$ cat src/rtl/fu_alu_simd_if.sv
// rtl/fu_alu_simd_if.sv - request/result bundle of the SIMD ALU functional unit
interface fu_alu_simd_if #(
  parameter int WIDTH = 32,
  parameter int LANES = 4,
  parameter int TAG_W = 4
);
  logic                     flush;
  logic                     in_valid;
  logic                     in_ready;
  logic [3:0]               in_op;
  logic                     in_sat;
  logic [LANES-1:0]         in_mask;
  logic [TAG_W-1:0]         in_tag;
  logic [LANES*WIDTH-1:0]   in_a;
  logic [LANES*WIDTH-1:0]   in_b;
  logic                     out_valid;
  logic                     out_ready;
  logic [LANES*WIDTH-1:0]   out_result;
  logic [LANES-1:0]         out_neg;
  logic [LANES-1:0]         out_zero;
  logic [LANES-1:0]         out_ovf;
  logic [TAG_W-1:0]         out_tag;
  logic                     out_illegal;

  modport master (
    output flush, in_valid, in_op, in_sat, in_mask, in_tag, in_a, in_b, out_ready,
    input  in_ready, out_valid, out_result, out_neg, out_zero, out_ovf, out_tag, out_illegal
  );

  modport slave (
    input  flush, in_valid, in_op, in_sat, in_mask, in_tag, in_a, in_b, out_ready,
    output in_ready, out_valid, out_result, out_neg, out_zero, out_ovf, out_tag, out_illegal
  );
endinterface

$ cat src/rtl/fu_alu_simd.sv
// rtl/fu_alu_simd.sv - multi-lane SIMD ALU with elastic STAGES-deep result pipeline
// Define FU_ALU_SAT_EN to let in_sat clamp overflowing ADD/SUB lanes.
module fu_alu_simd #(
  parameter int WIDTH  = 32,
  parameter int LANES  = 4,
  parameter int STAGES = 2,
  parameter int TAG_W  = 4
) (
  input logic          CLK,
  input logic          nRST,
  fu_alu_simd_if.slave bus
);
  localparam int VW   = LANES * WIDTH;
  localparam int SH_W = $clog2(WIDTH);
  localparam int M    = WIDTH - 1;
  localparam logic [WIDTH-1:0] S_MAX = {1'b0, {(WIDTH-1){1'b1}}};
  localparam logic [WIDTH-1:0] S_MIN = {1'b1, {(WIDTH-1){1'b0}}};

  // Returns {signed_overflow, wrapped_result} for one lane.
  function automatic logic [WIDTH:0] lane_calc(input logic [3:0] op,
                                               input logic [WIDTH-1:0] a,
                                               input logic [WIDTH-1:0] b);
    logic [WIDTH-1:0] r;
    logic             ov;
    logic [SH_W-1:0]  sh;
    logic             lt_s;
    sh   = b[SH_W-1:0];
    lt_s = $signed(a) < $signed(b);
    r    = '0;
    ov   = 1'b0;
    case (op)
      4'd0:  begin r = a + b; ov = (a[M] == b[M]) && (r[M] != a[M]); end
      4'd1:  begin r = a - b; ov = (a[M] != b[M]) && (r[M] != a[M]); end
      4'd2:  r = a & b;
      4'd3:  r = a | b;
      4'd4:  r = a ^ b;
      4'd5:  r = ~(a | b);
      4'd6:  r = a << sh;
      4'd7:  r = a >> sh;
      4'd8:  r = $signed(a) >>> sh;
      4'd9:  r = {{(WIDTH-1){1'b0}}, lt_s};
      4'd10: r = {{(WIDTH-1){1'b0}}, (a < b)};
      4'd11: r = lt_s ? a : b;
      4'd12: r = lt_s ? b : a;
      4'd13: r = a;
      default: r = '0;
    endcase
    return {ov, r};
  endfunction

  logic              c_ill;
  logic [VW-1:0]     c_res;
  logic [LANES-1:0]  c_neg, c_zero, c_ovf;

  assign c_ill = (bus.in_op >= 4'd14);

  for (genvar l = 0; l < LANES; l++) begin : g_lane
    logic [WIDTH:0]   raw;
    logic [WIDTH-1:0] val;
    logic             act;
    assign raw = lane_calc(bus.in_op, bus.in_a[l*WIDTH +: WIDTH], bus.in_b[l*WIDTH +: WIDTH]);
    assign act = bus.in_mask[l] && !c_ill;
`ifdef FU_ALU_SAT_EN
    // Overflow direction follows operand a's sign for both ADD and SUB.
    assign val = (bus.in_sat && raw[WIDTH]) ? (bus.in_a[l*WIDTH + M] ? S_MIN : S_MAX)
                                            : raw[WIDTH-1:0];
`else
    assign val = raw[WIDTH-1:0];
`endif
    assign c_res[l*WIDTH +: WIDTH] = act ? val : '0;
    assign c_neg[l]  = act && val[M];
    assign c_zero[l] = act && (val == '0);
    assign c_ovf[l]  = act && raw[WIDTH];
  end

`ifndef FU_ALU_SAT_EN
  logic unused_sat;
  assign unused_sat = bus.in_sat;
`endif

  logic [STAGES-1:0]                vld_q, vld_d;
  logic [STAGES-1:0][VW-1:0]        res_q, res_d;
  logic [STAGES-1:0][LANES-1:0]     neg_q, neg_d, zero_q, zero_d, ovf_q, ovf_d;
  logic [STAGES-1:0][TAG_W-1:0]     tag_q, tag_d;
  logic [STAGES-1:0]                ill_q, ill_d;
  logic [STAGES-1:0]                adv;
  logic                             accept;

  // A stage moves forward when downstream is empty or itself moving.
  always_comb begin
    adv = '0;
    adv[STAGES-1] = vld_q[STAGES-1] && bus.out_ready;
    for (int i = STAGES - 2; i >= 0; i--) begin
      adv[i] = vld_q[i] && (!vld_q[i+1] || adv[i+1]);
    end
  end

  assign bus.in_ready = !bus.flush && (!vld_q[0] || adv[0]);
  assign accept       = bus.in_valid && bus.in_ready;

  always_comb begin
    vld_d  = vld_q;
    res_d  = res_q;
    neg_d  = neg_q;
    zero_d = zero_q;
    ovf_d  = ovf_q;
    tag_d  = tag_q;
    ill_d  = ill_q;
    if (bus.flush) begin
      vld_d = '0;
    end else begin
      for (int i = 1; i < STAGES; i++) begin
        if (adv[i-1]) begin
          vld_d[i]  = 1'b1;
          res_d[i]  = res_q[i-1];
          neg_d[i]  = neg_q[i-1];
          zero_d[i] = zero_q[i-1];
          ovf_d[i]  = ovf_q[i-1];
          tag_d[i]  = tag_q[i-1];
          ill_d[i]  = ill_q[i-1];
        end else if (adv[i]) begin
          vld_d[i] = 1'b0;
        end
      end
      if (accept) begin
        vld_d[0]  = 1'b1;
        res_d[0]  = c_res;
        neg_d[0]  = c_neg;
        zero_d[0] = c_zero;
        ovf_d[0]  = c_ovf;
        tag_d[0]  = bus.in_tag;
        ill_d[0]  = c_ill;
      end else if (adv[0]) begin
        vld_d[0] = 1'b0;
      end
    end
  end

  always_ff @(posedge CLK or negedge nRST) begin
    if (!nRST) begin
      vld_q  <= '0;
      res_q  <= '0;
      neg_q  <= '0;
      zero_q <= '0;
      ovf_q  <= '0;
      tag_q  <= '0;
      ill_q  <= '0;
    end else begin
      vld_q  <= vld_d;
      res_q  <= res_d;
      neg_q  <= neg_d;
      zero_q <= zero_d;
      ovf_q  <= ovf_d;
      tag_q  <= tag_d;
      ill_q  <= ill_d;
    end
  end

  assign bus.out_valid   = vld_q[STAGES-1];
  assign bus.out_result  = res_q[STAGES-1];
  assign bus.out_neg     = neg_q[STAGES-1];
  assign bus.out_zero    = zero_q[STAGES-1];
  assign bus.out_ovf     = ovf_q[STAGES-1];
  assign bus.out_tag     = tag_q[STAGES-1];
  assign bus.out_illegal = ill_q[STAGES-1];
endmodule

$ cat src/flat_wrapper.sv
// flat-port wrapper written by rule: the top's interface ports become plain ports
module fu_alu_simd_flat 
#(
  parameter int WIDTH  = 32,
  parameter int LANES  = 4,
  parameter int STAGES = 2,
  parameter int TAG_W  = 4
)
  (CLK, nRST, bus_flush, bus_in_valid, bus_in_op, bus_in_sat, bus_in_mask, bus_in_tag, bus_in_a, bus_in_b, bus_out_ready, bus_in_ready, bus_out_valid, bus_out_result, bus_out_neg, bus_out_zero, bus_out_ovf, bus_out_tag, bus_out_illegal);
  fu_alu_simd_if #(.WIDTH(WIDTH), .LANES(LANES), .TAG_W(TAG_W)) bus_i ();
  input logic CLK;
  input logic nRST;
  input wire logic [$bits(bus_i.flush)-1:0] bus_flush;
  input wire logic [$bits(bus_i.in_valid)-1:0] bus_in_valid;
  input wire logic [$bits(bus_i.in_op)-1:0] bus_in_op;
  input wire logic [$bits(bus_i.in_sat)-1:0] bus_in_sat;
  input wire logic [$bits(bus_i.in_mask)-1:0] bus_in_mask;
  input wire logic [$bits(bus_i.in_tag)-1:0] bus_in_tag;
  input wire logic [$bits(bus_i.in_a)-1:0] bus_in_a;
  input wire logic [$bits(bus_i.in_b)-1:0] bus_in_b;
  input wire logic [$bits(bus_i.out_ready)-1:0] bus_out_ready;
  output wire logic [$bits(bus_i.in_ready)-1:0] bus_in_ready;
  output wire logic [$bits(bus_i.out_valid)-1:0] bus_out_valid;
  output wire logic [$bits(bus_i.out_result)-1:0] bus_out_result;
  output wire logic [$bits(bus_i.out_neg)-1:0] bus_out_neg;
  output wire logic [$bits(bus_i.out_zero)-1:0] bus_out_zero;
  output wire logic [$bits(bus_i.out_ovf)-1:0] bus_out_ovf;
  output wire logic [$bits(bus_i.out_tag)-1:0] bus_out_tag;
  output wire logic [$bits(bus_i.out_illegal)-1:0] bus_out_illegal;
  assign bus_i.flush = bus_flush;
  assign bus_i.in_valid = bus_in_valid;
  assign bus_i.in_op = bus_in_op;
  assign bus_i.in_sat = bus_in_sat;
  assign bus_i.in_mask = bus_in_mask;
  assign bus_i.in_tag = bus_in_tag;
  assign bus_i.in_a = bus_in_a;
  assign bus_i.in_b = bus_in_b;
  assign bus_i.out_ready = bus_out_ready;
  assign bus_in_ready = bus_i.in_ready;
  assign bus_out_valid = bus_i.out_valid;
  assign bus_out_result = bus_i.out_result;
  assign bus_out_neg = bus_i.out_neg;
  assign bus_out_zero = bus_i.out_zero;
  assign bus_out_ovf = bus_i.out_ovf;
  assign bus_out_tag = bus_i.out_tag;
  assign bus_out_illegal = bus_i.out_illegal;
  fu_alu_simd #(.WIDTH(WIDTH), .LANES(LANES), .STAGES(STAGES), .TAG_W(TAG_W)) u_core (.CLK(CLK), .nRST(nRST), .bus(bus_i));
endmodule
$ cat config.mk
export PLATFORM = sky130hd
export DESIGN_NAME = fu_alu_simd_flat
export DESIGN_NICKNAME = d
export VERILOG_FILES = /design/src/rtl/fu_alu_simd_if.sv /design/src/rtl/fu_alu_simd.sv /design/src/flat_wrapper.sv
export SDC_FILE = /design/constraint.sdc
export NUM_CORES = 2
export LEC_CHECK = 0
export ABC_AREA = 1
export CAP_MARGIN = 10
export CORE_MARGIN = 2
export CORE_UTILIZATION = 57
export DETAILED_ROUTE_END_ITERATION = 8
export MAX_ROUTING_LAYER = met4
export PLACE_DENSITY = 0.78
export SYNTH_ARGS = -nofsm -noshare
export SYNTH_HDL_FRONTEND = slang
export SYNTH_SLANG_ARGS = --single-unit
$ cat constraint.sdc
create_clock -name CLK -period 3.2 [get_ports CLK]
set_input_delay 0.64 -clock CLK [delete_from_list [all_inputs] [get_ports CLK]]
set_output_delay 0.64 -clock CLK [all_outputs]
set_load 0.05 [all_outputs]
==> results summary, run 1 <==
The clock net sink count came out at 284. The I/O pin count is 421. The placed instances occupy a cell area of 0.0771 mm2. The simple logic cell fraction of the synthesized area came out at 0.466. The xor and xnor fraction of the mapped netlist area came out at 0.00238.

The total CTS buffers is 31. The global routing usage summed across all routing layers came out at 0.771. The number of buffers inserted by port buffering is 419. In the post-synthesis netlist, the cell with the most instances is nand2_1. The global-route wire length before repair is 582000 um. Yosys printed 0 warnings. The largest net degree at the start of global routing is 141. The share of synthesized area occupied by flip-flops and latches came out at 0.129. The placed wire-length estimate is 249000 um. The die span in y is 315 um. The number of nets produced by synthesis came out at 11000.

Progress stopped at global routing. The run stopped with a tool error. The number of register bits inferred by synthesis is 284. Counting every instance in the synthesized netlist gives 10300.

The summed instance area of the synthesized netlist came out at 0.0552 mm2. In the synthesized netlist the dominant register cell turns out to be dfrtp_1. The worst-case clock buffer depth is 3.

Of all cell types, the one taking the most synthesized area is nand2_1. For this configuration, the core starts out at a cell density of 0.573. The synthesized area divided by synthesized cell count came out at 5.38 um2. The share of the synthesized area in the top cell type came out at 0.225.

The share of synthesized cell area in full adder, half adder and majority cells came out at 0.0933. Before CTS, the worst setup slack after placement is -1.15 ns. After synthesis, the most frequently instantiated cells are nand2_1, nand3_1, nor2_1, inv_1, o21ai_0.

Clock tree synthesis selected as its root buffer the cell clkbuf_16. The number of cell rows is 114. The depth of the CTS H-tree came out at 1. The number of different library cells in the post-synthesis netlist came out at 60.

The overflow left after global routing is 520. The main combinational cell family by area after synthesis is simple AND/OR/NAND/NOR gates. After synthesis, the share of cell area in mux cells is 0.00136. After synthesis, the cell types taking the most area are nand2_1, nand3_1, dfrtp_1.

The number of synthesized flops with an enable pin came out at 0. The width of the die is 315 um. The global placer's final weighted congestion came out at 1.37. The compound-gate portion of the synthesized area came out at 0.181. The via count of the first global-routing pass is 96200. The tool reported: "[ERROR GRT-0116] Global routing finished with congestion. Check the congestion regions in the DRC Viewer". The post-synthesis async set-or-reset flop share is 1.00.
## routing by layer
| metal | overflow | track usage |
|---|---|---|
| met1 | 33 | 0.786 |
| met2 | 298 | 0.902 |
| met3 | 15 | 0.641 |
| met4 | 174 | 0.665 |
| met5 | - | - |
## cells by family after synthesis
family	after synthesis
XOR/XNOR	15
flip-flops	284
AO/OA/AOI/OAI	1777
adder cells (fa/ha/maj)	407
buffers and inverters	1650
multiplexers	7
AND/OR/NAND/NOR	6129
## metrics by stage
step	hold slack, ns	cells	setup TNS, ns
after floorplan	0.344	10300	-0.399
after global placement	0.465	13700	-85.42
after detailed placement	0.473	13700	-102.29
after CTS	0.488	13900	-0.0598
## what timing repair did
action	CTS
hold endpoints to repair	49
resized for setup	458
hold buffers	1
pin swaps	108
setup buffers	79
cloned	16
setup endpoints to repair	124
==> run 2, diff against run 1 <==
Settings changed: CORE_UTILIZATION 57 to 40, MAX_ROUTING_LAYER met4 to default, PLACE_DENSITY 0.78 to default, PLACE_DENSITY_LB_ADDON from default to 0.15.
==> results summary, run 2 <==
The flow ran to the end, but the final reports show violations. The checks that failed: setup timing. The average detailed-routed wire length per instance is 25.0 um.

The mux share of post-synthesis cell area is 0.00136 (unchanged). The number of antenna violations at the first check in global routing is 23. Relative to the synthesized area, the layout overhead comes to 61.1%. The first-pass detailed-route iteration total came out at 9.

The die span in y is 376 um (+19%). The largest net degree at the start of global routing came out at 141. The overflow left after global routing came out at 0.

The share of the clock period used by the worst path after layout is 1.05. The static leakage came out at 0.0463 uW. The setup TNS came out at -0.562 ns. The number of register bits inferred by synthesis is 284 (unchanged). The global routing usage summed across all routing layers is 0.499. The clock net sink count was 284 (unchanged).

The commonest cells after synthesis are nand2_1, nand3_1, nor2_1, inv_1, o21ai_0. Across the run, the number of max-cap violations was 0. The starting density of the core is 0.402 (-0.171). The setup-violating endpoint count in the final report came out at 8. Clock tree synthesis selected as its root buffer the cell clkbuf_16. The share of the synthesized area in the top cell type came out at 0.225 (unchanged). The total CTS buffers is 37 (+19%).

The number of different library cells in the post-synthesis netlist came out at 60 (unchanged). The simple logic cell fraction of the synthesized area came to 0.466 (unchanged). The first global-routing pass estimated 528000 um of wire. The tightest hold margin came out at 0.0124 ns. The terminus of the critical flop-to-flop path is u_core.zero_q[3].

Fill cells in the final layout number 12900. Of all cell types, the one taking the most synthesized area is nand2_1. The width of the die came out at 376 um (+19%). The xor and xnor fraction of the mapped netlist area is 0.00238 (unchanged). The TritonCTS clock tree is done. The number of flip-flops in the largest register came out at 126. The synthesized area divided by synthesized cell count came out at 5.38 um2 (unchanged). The worst-case vdd ir drop is 0.581 mV.

The power density normalized to cell area is 305 mW/mm2. The first routing iteration left 13100 violations. The I/O pin count is 421 (unchanged). The depth of the worst register-to-register path is 18. The total vias in the final route came out at 88600.

The compound-gate portion of the synthesized area is 0.181 (unchanged). The share of synthesized cell area in full adder, half adder and majority cells came out at 0.0933 (unchanged). The post-synthesis async set-or-reset flop share is 1.00 (unchanged). The number of buffers inserted by port buffering came out at 419 (unchanged). The combined area of the multi-input logic cells is 0.0451 mm2. The global placer's final weighted congestion was 1.15 (-16%).

The worst setup slack for register-to-register paths is 0.60 ns. The number of buffers inserted for hold repair after clock tree synthesis came out at 0 (-1). Setup repair after global routing could not meet its margin everywhere.

The actual transition at the worst max-transition pin is 0.883 ns. The via count of the first global-routing pass came out at 81900. The depth of the CTS H-tree came out at 2 (+1). The kind of end point of the critical path is a flop.

The number of hold violations in the final report is 0. Among all flip-flop cells after synthesis, the most frequent one is dfrtp_1. The number of nets produced by synthesis was 11000 (unchanged). The synthesized instance count is 10300 (unchanged). By instance count, the leading cell after synthesis is nand2_1.

The startpoint identified for the worst register-to-register timing path is u_core.vld_q[1]. The number of cell rows is 136 (+19%). The most common cell after layout, fill and taps aside is nand2_1. The final count of pins violating max slew is 0. The peak fanout along the critical path came out at 7. The die footprint came out at 0.141 mm2.

The library cells used most frequently in the layout, excluding fill and tap cells, are nand2_1, buf_4, nand3_1. The critical setup path kind is input pin to flop. The routed design could run at a clock period as short as 3.37 ns. The area taken by flip-flops and latches came out at 0.00711 mm2. The summed instance area of the synthesized netlist came to 0.0552 mm2 (unchanged). The Yosys warning count is 0 (unchanged). The arrival time of data at the critical path endpoint is 3.92 ns.

The total wire length after detailed routing is 374000 um. The setup skew after layout is 0.0626 ns. Based on the critical path, the design can be clocked at up to 297 MHz. The worst-case clock buffer depth came out at 3 (unchanged). The clock latency on the worst-skew pair came out at 0.63 ns. The net count of the finished layout came out at 13800. The worst setup margin came out at -0.170 ns.

The type of the tightest min-delay check is input pin to async pin. The remaining antenna violation count is 0. The register name with the most flops is u_core.res_q. The worst setup timing slack at the placement stage is -1.36 ns (-0.204 ns). The number of synthesized flops with an enable pin is 0 (unchanged). The standard cell core area came out at 0.137 mm2. Headroom to the max-slew limit came out at 0.410. The clock slew at the register clock pins of the worst setup and hold paths is 0.09 ns.

The share of synthesized area occupied by flip-flops and latches came out at 0.129 (unchanged). The startpoint type of the worst setup path is an input pin. The critical path required time is 3.75 ns. The placed wire-length estimate is 299000 um (+20%).

By area the synthesized netlist is led by nand2_1, nand3_1, dfrtp_1. The share of post-route cells with drive strength above 1 came out at 0.314. By area, the combinational part of the netlist is dominated by simple AND/OR/NAND/NOR gates. In the routed layout, each cell is associated on average with a via count of 5.93. The count of unresolved DRC violations after routing is 0.
==> run 2: worst max-delay path by stage <==
stage          cells after the start                to  slack [ns]         start
3_5_place_dp                      24  u_core.zero_q[2]       -1.36  bus_in_op[2]
5_1_grt                           25  u_core.zero_q[0]       -0.24  bus_in_op[1]
6_report                          23  u_core.zero_q[1]       -0.17  bus_in_op[2]
2_1_floorplan                     26  u_core.zero_q[1]       -0.16  bus_in_b[35]
3_3_place_gp                      24  u_core.zero_q[2]       -1.35  bus_in_op[2]
4_1_cts                           28  u_core.zero_q[0]       -0.09   bus_in_b[9]
==> run 2: what timing repair did <==
action / 4_1_cts / 5_1_grt
gates cloned: 15 / 20
gates resized for setup: 602 / 850
pin swaps: 112 / 245
buffers inserted: 77 / 88
endpoints found under the setup margin: 136 / 106
==> run 2: stage by stage <==
stage | util | total power, uW | cell area (um2) | std cells
finish | 0.648 | 27200 | 89000 | 14900
global route | 0.648 | 28100 | 89000 | 14900
CTS | 0.621 | 25600 | 85300 | 14800
detailed placement | 0.590 | 20100 | 81100 | 14700
global placement | 0.590 | 19900 | 81100 | 14700
floorplan | - | 12100 | 55900 | 10300
==> run 2: critical path, stage by stage <==
cell	delay, ns
dlygate4sd2_1	0.27
buf_6	0.16
buf_4	0.19
nand2_2	0.12
inv_2	0.09
nand2_8	0.15
buf_12	0.16
buf_12	0.13
buf_12	0.12
o21ai_0	0.08
nor2_1	0.27
nand2_1	0.09
a31oi_1	0.15
nand2_1	0.16
a21oi_2	0.24
nand2_1	0.10
nor2_2	0.14
nand2_1	0.10
nor2_2	0.10
nand2_2	0.12
nor2_4	0.19
nand3_2	0.09
nand2_1	0.05
==> run 2: cell families after synthesis <==
logic type / after synthesis
adders and majority gates: 407
xor gates and xnor gates: 15
DFF: 284
and+or+nand+nor: 6129
AOI/OAI and AO/OA: 1777
buffers and inverters: 1650
muxes: 7
==> run 2: where the power goes <==
group / internal [uW] / switching (uW) / leakage [uW] / total (uW)
sequential: 4110 / 362 / 0.00378 / 4470
clock: 2780 / 1880 / 0.000637 / 4670
combinational: 7380 / 10700 / 0.0419 / 18100
total: 14300 / 12900 / 0.0463 / 27200
==> run 2: final cells by class <==
| cell class | instances | area share |
|---|---|---|
| repair buffers | 3481 | 0.332 |
| diodes | 17 | 0.000478 |
| inverters | 953 | 0.0408 |
| multi-input cells | 8336 | 0.507 |
| clock buffers | 48 | 0.0115 |
| flip-flops and latches | 284 | 0.0798 |
| well taps | 1794 | 0.0252 |
| clock inverters | 19 | 0.00326 |
==> run 2: metal layers <==
metal	GRT usage	part of all wire
met1	0.628	0.37
met3	0.153	0.14
met5	0	0.00079
met4	0.339	0.086
met2	0.726	0.40
(Power assumes the default switching activity.)
